--- config.mk ---
export PLATFORM = sky130hd
export DESIGN_NAME = lfsr_step_gen_flat
export DESIGN_NICKNAME = d
export VERILOG_FILES = /design/src/rtl/lfsr_step_gen_if.sv /design/src/rtl/lfsr_step_gen.sv /design/src/flat_wrapper.sv
export SDC_FILE = /design/constraint.sdc
export NUM_CORES = 1
export LEC_CHECK = 0
export ABC_CLOCK_PERIOD_IN_PS = 3220
export CAP_MARGIN = 20
export CORE_MARGIN = 2
export CORE_UTILIZATION = 43
export CTS_CLUSTER_DIAMETER = 40
export CTS_CLUSTER_SIZE = 10
export DETAILED_ROUTE_END_ITERATION = 8
export MAX_ROUTING_LAYER = met4
export PLACE_DENSITY_LB_ADDON = 0.12
export SLEW_MARGIN = 20
export SYNTH_ARGS = -nofsm -noshare
export SYNTH_HDL_FRONTEND = slang
export SYNTH_SLANG_ARGS = --single-unit
--- constraint.sdc ---
create_clock -name clk -period 3.22 [get_ports clk]
set_input_delay 0.644 -clock clk [delete_from_list [all_inputs] [get_ports clk]]
set_output_delay 0.644 -clock clk [all_outputs]
set_load 0.01 [all_outputs]
--- src/rtl/lfsr_step_gen_if.sv ---
// Beat handshake bundle for lfsr_step_gen: the generator drives valid/data,
// the consumer drives ready.
interface lfsr_step_gen_if #(
  parameter int STEP = 8
);
  logic            out_valid;
  logic            out_ready;
  logic [STEP-1:0] out_data;

  modport master (output out_valid, output out_data, input out_ready);
  modport slave  (input out_valid, input out_data, output out_ready);
endinterface

--- src/rtl/lfsr_step_gen.sv ---
// Galois LFSR advancing STEP steps per accepted beat, with load and an IDLE/RUN/RESEED FSM.
// Define LFSR_LOCKUP_RECOVER_EN to enable all-zero detection and automatic reseed.
module lfsr_step_gen #(
  parameter int              WIDTH = 16,
  parameter logic [WIDTH-1:0] POLY = 16'hB400,
  parameter int              STEP  = 8,
  parameter                  DIR   = "LSB",
  parameter logic [WIDTH-1:0] SEED = 16'hACE1
) (
  input  logic             clk,
  input  logic             rst,
  input  logic             en,
  input  logic             load,
  input  logic [WIDTH-1:0] seed_in,
  input  logic             din,
  lfsr_step_gen_if.master  beat,
  output logic [WIDTH-1:0] lfsr_state,
  output logic [7:0]       lockup_cnt
);

  typedef enum logic [1:0] {
    IDLE   = 2'd0,
    RUN    = 2'd1,
    RESEED = 2'd2
  } state_t;

  localparam bit MSB_DIR = (DIR == "MSB");

  state_t           fsm;
  logic [STEP-1:0]  step_bits;
  logic [WIDTH-1:0] next_state;
  logic [WIDTH-1:0] step_s;
  logic             step_b;
  logic             step_fb;

  // NOTE: blocking assignments are intended here; step_s carries each unrolled
  // step into the next within one evaluation, and every variable gets a default
  // first so no latch is inferred.
  always_comb begin
    step_s    = lfsr_state;
    step_b    = 1'b0;
    step_fb   = 1'b0;
    step_bits = '0;
    for (int i = 0; i < STEP; i++) begin
      step_b       = MSB_DIR ? step_s[WIDTH-1] : step_s[0];
      step_bits[i] = step_b;
      // din perturbs only the feedback of the first step; the emitted bit stays
      // a pure function of lfsr_state so a stalled beat cannot change.
      step_fb      = (i == 0) ? (step_b ^ din) : step_b;
      step_s       = MSB_DIR ? (step_s << 1) : (step_s >> 1);
      if (step_fb) step_s = step_s ^ POLY;
    end
    next_state = step_s;
  end

  assign beat.out_data = step_bits;

  // NOTE: sequential state uses non-blocking assignments only, and the reset
  // branch is asynchronous (listed in the sensitivity list).
  always_ff @(posedge clk or posedge rst) begin
    if (rst) begin
      lfsr_state     <= SEED;
      fsm            <= IDLE;
      beat.out_valid <= 1'b0;
`ifdef LFSR_LOCKUP_RECOVER_EN
      lockup_cnt     <= '0;
`endif
    end else if (load) begin
      lfsr_state     <= seed_in;
      fsm            <= IDLE;
      beat.out_valid <= 1'b0;
    end else begin
      case (fsm)
        IDLE: begin
`ifdef LFSR_LOCKUP_RECOVER_EN
          if (lfsr_state == '0) begin
            fsm <= RESEED;
          end else
`endif
          if (en) begin
            fsm            <= RUN;
            beat.out_valid <= 1'b1;
          end
        end
        RUN: begin
          // A pending beat is held until accepted; en alone never withdraws it.
          if (beat.out_ready) begin
            lfsr_state <= next_state;
`ifdef LFSR_LOCKUP_RECOVER_EN
            if (next_state == '0) begin
              fsm            <= RESEED;
              beat.out_valid <= 1'b0;
            end else
`endif
            if (!en) begin
              fsm            <= IDLE;
              beat.out_valid <= 1'b0;
            end
          end
        end
        RESEED: begin
          lfsr_state <= SEED;
          fsm        <= IDLE;
`ifdef LFSR_LOCKUP_RECOVER_EN
          if (lockup_cnt != 8'hFF) lockup_cnt <= lockup_cnt + 8'd1;
`endif
        end
        default: begin
          fsm            <= IDLE;
          beat.out_valid <= 1'b0;
        end
      endcase
    end
  end

`ifndef LFSR_LOCKUP_RECOVER_EN
  assign lockup_cnt = '0;
`endif

endmodule

--- src/flat_wrapper.sv ---
// flat-port wrapper written by rule: the top's interface ports become plain ports
module lfsr_step_gen_flat 
#(
  parameter int              WIDTH = 16,
  parameter logic [WIDTH-1:0] POLY = 16'hB400,
  parameter int              STEP  = 8,
  parameter                  DIR   = "   ",
  parameter logic [WIDTH-1:0] SEED = 16'hACE1
)
  (clk, rst, en, load, seed_in, din, lfsr_state, lockup_cnt, beat_out_valid, beat_out_data, beat_out_ready);
  lfsr_step_gen_if #(.STEP(STEP)) beat_i ();
  input  logic clk;
  input  logic rst;
  input  logic en;
  input  logic load;
  input  logic [WIDTH-1:0] seed_in;
  input  logic din;
  output logic [WIDTH-1:0] lfsr_state;
  output logic [7:0] lockup_cnt;
  output wire logic [$bits(beat_i.out_valid)-1:0] beat_out_valid;
  output wire logic [$bits(beat_i.out_data)-1:0] beat_out_data;
  input wire logic [$bits(beat_i.out_ready)-1:0] beat_out_ready;
  assign beat_out_valid = beat_i.out_valid;
  assign beat_out_data = beat_i.out_data;
  assign beat_i.out_ready = beat_out_ready;
  lfsr_step_gen #(.WIDTH(WIDTH), .POLY(POLY), .STEP(STEP), .DIR(DIR), .SEED(SEED)) u_core (.clk(clk), .rst(rst), .en(en), .load(load), .seed_in(seed_in), .din(din), .beat(beat_i), .lfsr_state(lfsr_state), .lockup_cnt(lockup_cnt));
endmodule
==> flow_summary_export.csv <==
group,metric,value,unit
yosys,avgSynthCellArea,9.65,µm²
route,drc,0,
placement,post_dp_cell_area,0.00149,mm²
floorplan,die_y,54.8,µm
yosys,synth_mux_area_share,12.9,%
yosys,async_reset_ff_share,100,%
timing,fin_ws,1110,ps
global_routing,antenna_found_initial,0,
global_routing,grt_pass1_wl,3530,µm
critical_path,reg2reg_from,"u_core.lfsr_state[0]",
route,drtAntennaViolNets,0,
timing,tightest_slew,848,ps
timing,hold_ws,561,ps
placement,place_congestion,0.735,
min_path,whs_path_depth,2,
critical_path,endpoint_kind,"primary output",
critical_path,rrSetupSlack,1540,ps
run_status,status,"complete, no violations",
yosys,synth_ff_type,"dfrtp_1",
cts,clock_path_buffers,2,
cts,cts_made_buffers,3,
route,via_count,855,
cts,cts_setup_buffers,0,
yosys,synth_area,0.00111,mm²
power_and_ir_drop,power_density,431,mW/mm²
power_and_ir_drop,ir_worst_vdd,0.000306,V
floorplan,initial_core_util,45.2,%
route,first_iter_violations,8,
cts,insertion_delay,280,ps
placement,dp_hpwl,1710,µm
timing,setup_viol,0,
route,firstDrtPassIters,4,
critical_path,crit_required,2580,ps
cts,clk_pin_slew,90,ps
yosys,synth_top_area_share,20.3,%
cts,cts.root.buffer_cell,"clkbuf_4",
floorplan,core-area,0.00245,mm²
yosys,yosys.area_share.simple,6.76,%
placement,pre_cts_ws,886,ps
timing,min_period_over_period,65.5,%
timing,fin_setup_tns,0,ps
cts,ctsHoldBuffers,0,
critical_path,critPathSlowestCell,"dfstp_2",
critical_path,crit_buf_inv,1,
floorplan,die_w,54.8,µm
cts,cts.sinks,17,
route,avgViaCountPerCell,4.72,
placement,port_buffers,46,
yosys,yosysTopAreaCell,"dfrtp_1",
global_routing,grt-ovfl-total,0,
min_path,min_path_type,"reg -> reg",
floorplan,die_area,0.00300,mm²
timing,fin_skew,0.503,ps
yosys,synth.distinct_cells,17,
timing,hold_viol,0,
final_layout,final_nets,174,
floorplan,io_pins,55,
timing,relSlewSlack,43.3,%
final_layout,diodes,0,
timing,post-route-min-period,2110,ps
power_and_ir_drop,leakagePower,0.685,nW
final_layout,design_area,0.00152,mm²
critical_path,cp_max_fo,7,
critical_path,cp_top_family,"flip-flops",
job,drv_cap,0,
critical_path,worstSetupPathType,"reg -> out",
global_routing,grt_max_degree,21,
yosys,seq_area_frac_synth,39.2,%
final_layout,syn2layout_area_growth,37.0,%
yosys,yosys-top-cells-count,"buf_4 (17), nand2_1 (17), o21ai_0 (15), xnor2_1 (15), mux2i_1 (12)",
route,drt-total-wl,2240,µm
timing,max_clock_freq,474,MHz
floorplan,rows,18,
critical_path,crit_path_start_kind,"flip-flop",
critical_path,path_cells,"clkdlybuf4s50_1",
timing,slew_viol_final,0,
yosys,synth-xor-area-share,18.3,%
yosys,synth_top_family_by_area,"XOR/XNOR gates",
cts,cts_tree,"done",
min_path,holdPathEnd,"u_core.beat.out_valid",
yosys,synth_compound_area_share,8.57,%
critical_path,worstRegToRegCells,4,
global_routing,grt_use_total,17.0,%
yosys,yosys_warnings,0,
critical_path,rr_endpoint,"u_core.lfsr_state[8]",
global_routing,grt_pass1_vias,854,
critical_path,cp.arrival,1470,ps
min_path,hp-start,"u_core.beat.out_valid",
final_layout,drive_above_1_share,9.27,%
critical_path,slowest_delay,630,ps
yosys,synth_top_cells_by_area,"dfrtp_1 (20%), dfstp_2 (19%), xnor2_1 (12%), buf_4 (11%), mux2i_1 (11%)",
route,wl_per_cell,12.4,µm
timing,rsz0062_at_grt,"false",
yosys,netlist_instances,115,
yosys,synth_edf_count,0,
yosys,ys_ff_latch,17,
yosys,synthAdderAreaFrac,0,%
cts,htree_levels,1,
cts,post_cts_resize_count,0,
state kept, by name (all words and copies together) (netlist names):
name                   flops
u_core.beat.out_valid      1
u_core.lfsr_state         16
metrics by stage:
| step | total power, W | std cells | util, % |
|---|---|---|---|
| floorplan | 0.000455 | 122 | - |
| global placement | 0.000548 | 177 | 60.9 |
| detailed placement | 0.000551 | 177 | 60.9 |
| CTS | 0.000665 | 181 | 61.9 |
| global route | 0.000699 | 181 | 61.9 |
| finish | 0.000656 | 181 | 61.9 |
kinds of logic (layout without fill, tap and decap cells):
| group | count (synthesis) | count (layout) |
|---|---|---|
| buffers and inverters | 24 | 53 |
| XOR/XNOR | 20 | 20 |
| AND/OR/NAND/NOR | 20 | 20 |
| AO/OA/AOI/OAI | 19 | 19 |
| flip-flops | 17 | 17 |
| multiplexers | 14 | 14 |
| other | 1 | 8 |
how the worst max path moves through the flow:
| stage | depth (start not counted) | end | slack, ps | from |
|---|---|---|---|---|
| finish | 1 | beat_out_data[5] | 1110 | u_core.lfsr_state[5] |
| global placement | 5 | u_core.lfsr_state[8] | 910 | beat_out_ready |
| floorplan | 4 | u_core.lfsr_state[8] | 1620 | u_core.lfsr_state[0] |
| global route | 1 | lfsr_state[5] | 1050 | u_core.lfsr_state[5] |
| detailed placement | 5 | u_core.lfsr_state[8] | 890 | beat_out_ready |
| CTS | 1 | beat_out_data[5] | 1090 | u_core.lfsr_state[5] |
where the power goes:
part	internal (W)	total (W)	switching (W)	leakage, nW
registers	0.000248	0.000284	0.0000356	0.194
logic	0.000161	0.000261	0.0000998	0.476
clock network	0.0000480	0.000111	0.0000630	0.0150
total	0.000457	0.000656	0.000198	0.685
routing by layer:
| layer | global-route usage [%] | vias up | part of all wire (%) |
|---|---|---|---|
| met2 | 29.8 | 23 | 53 |
| met4 | 6.25 | 0 | 0.67 |
| met5 | - | - | 0 |
| met3 | 2.46 | 2 | 4.4 |
| met1 | 19.5 | 411 | 42 |
| li1 | - | 419 | - |
layout by cell type, fill, tap and decap left out, types with 2 or more instances in the layout:
cell and count:
a21oi_1 3, clkbuf_4 3, clkdlybuf4s50_1 46, conb_1 8, dfrtp_1 9, dfstp_2 8, inv_1 2, mux2_2 2
mux2i_1 12, nand2_1 17, nor2_1 3, o21ai_0 15, xnor2_1 15, xnor3_1 2, xor2_1 3
layout make-up:
cell class	count	area [µm²]
Inverter	2	7.51
Fill cell	226	935
Clock buffer	4	26.3
Tap cell	30	37.5
Multi-Input combinational cell	81	546
Timing Repair Buffer	47	468
Sequential cell	17	435
No activity file was read; power rests on OpenSTA's default activity.
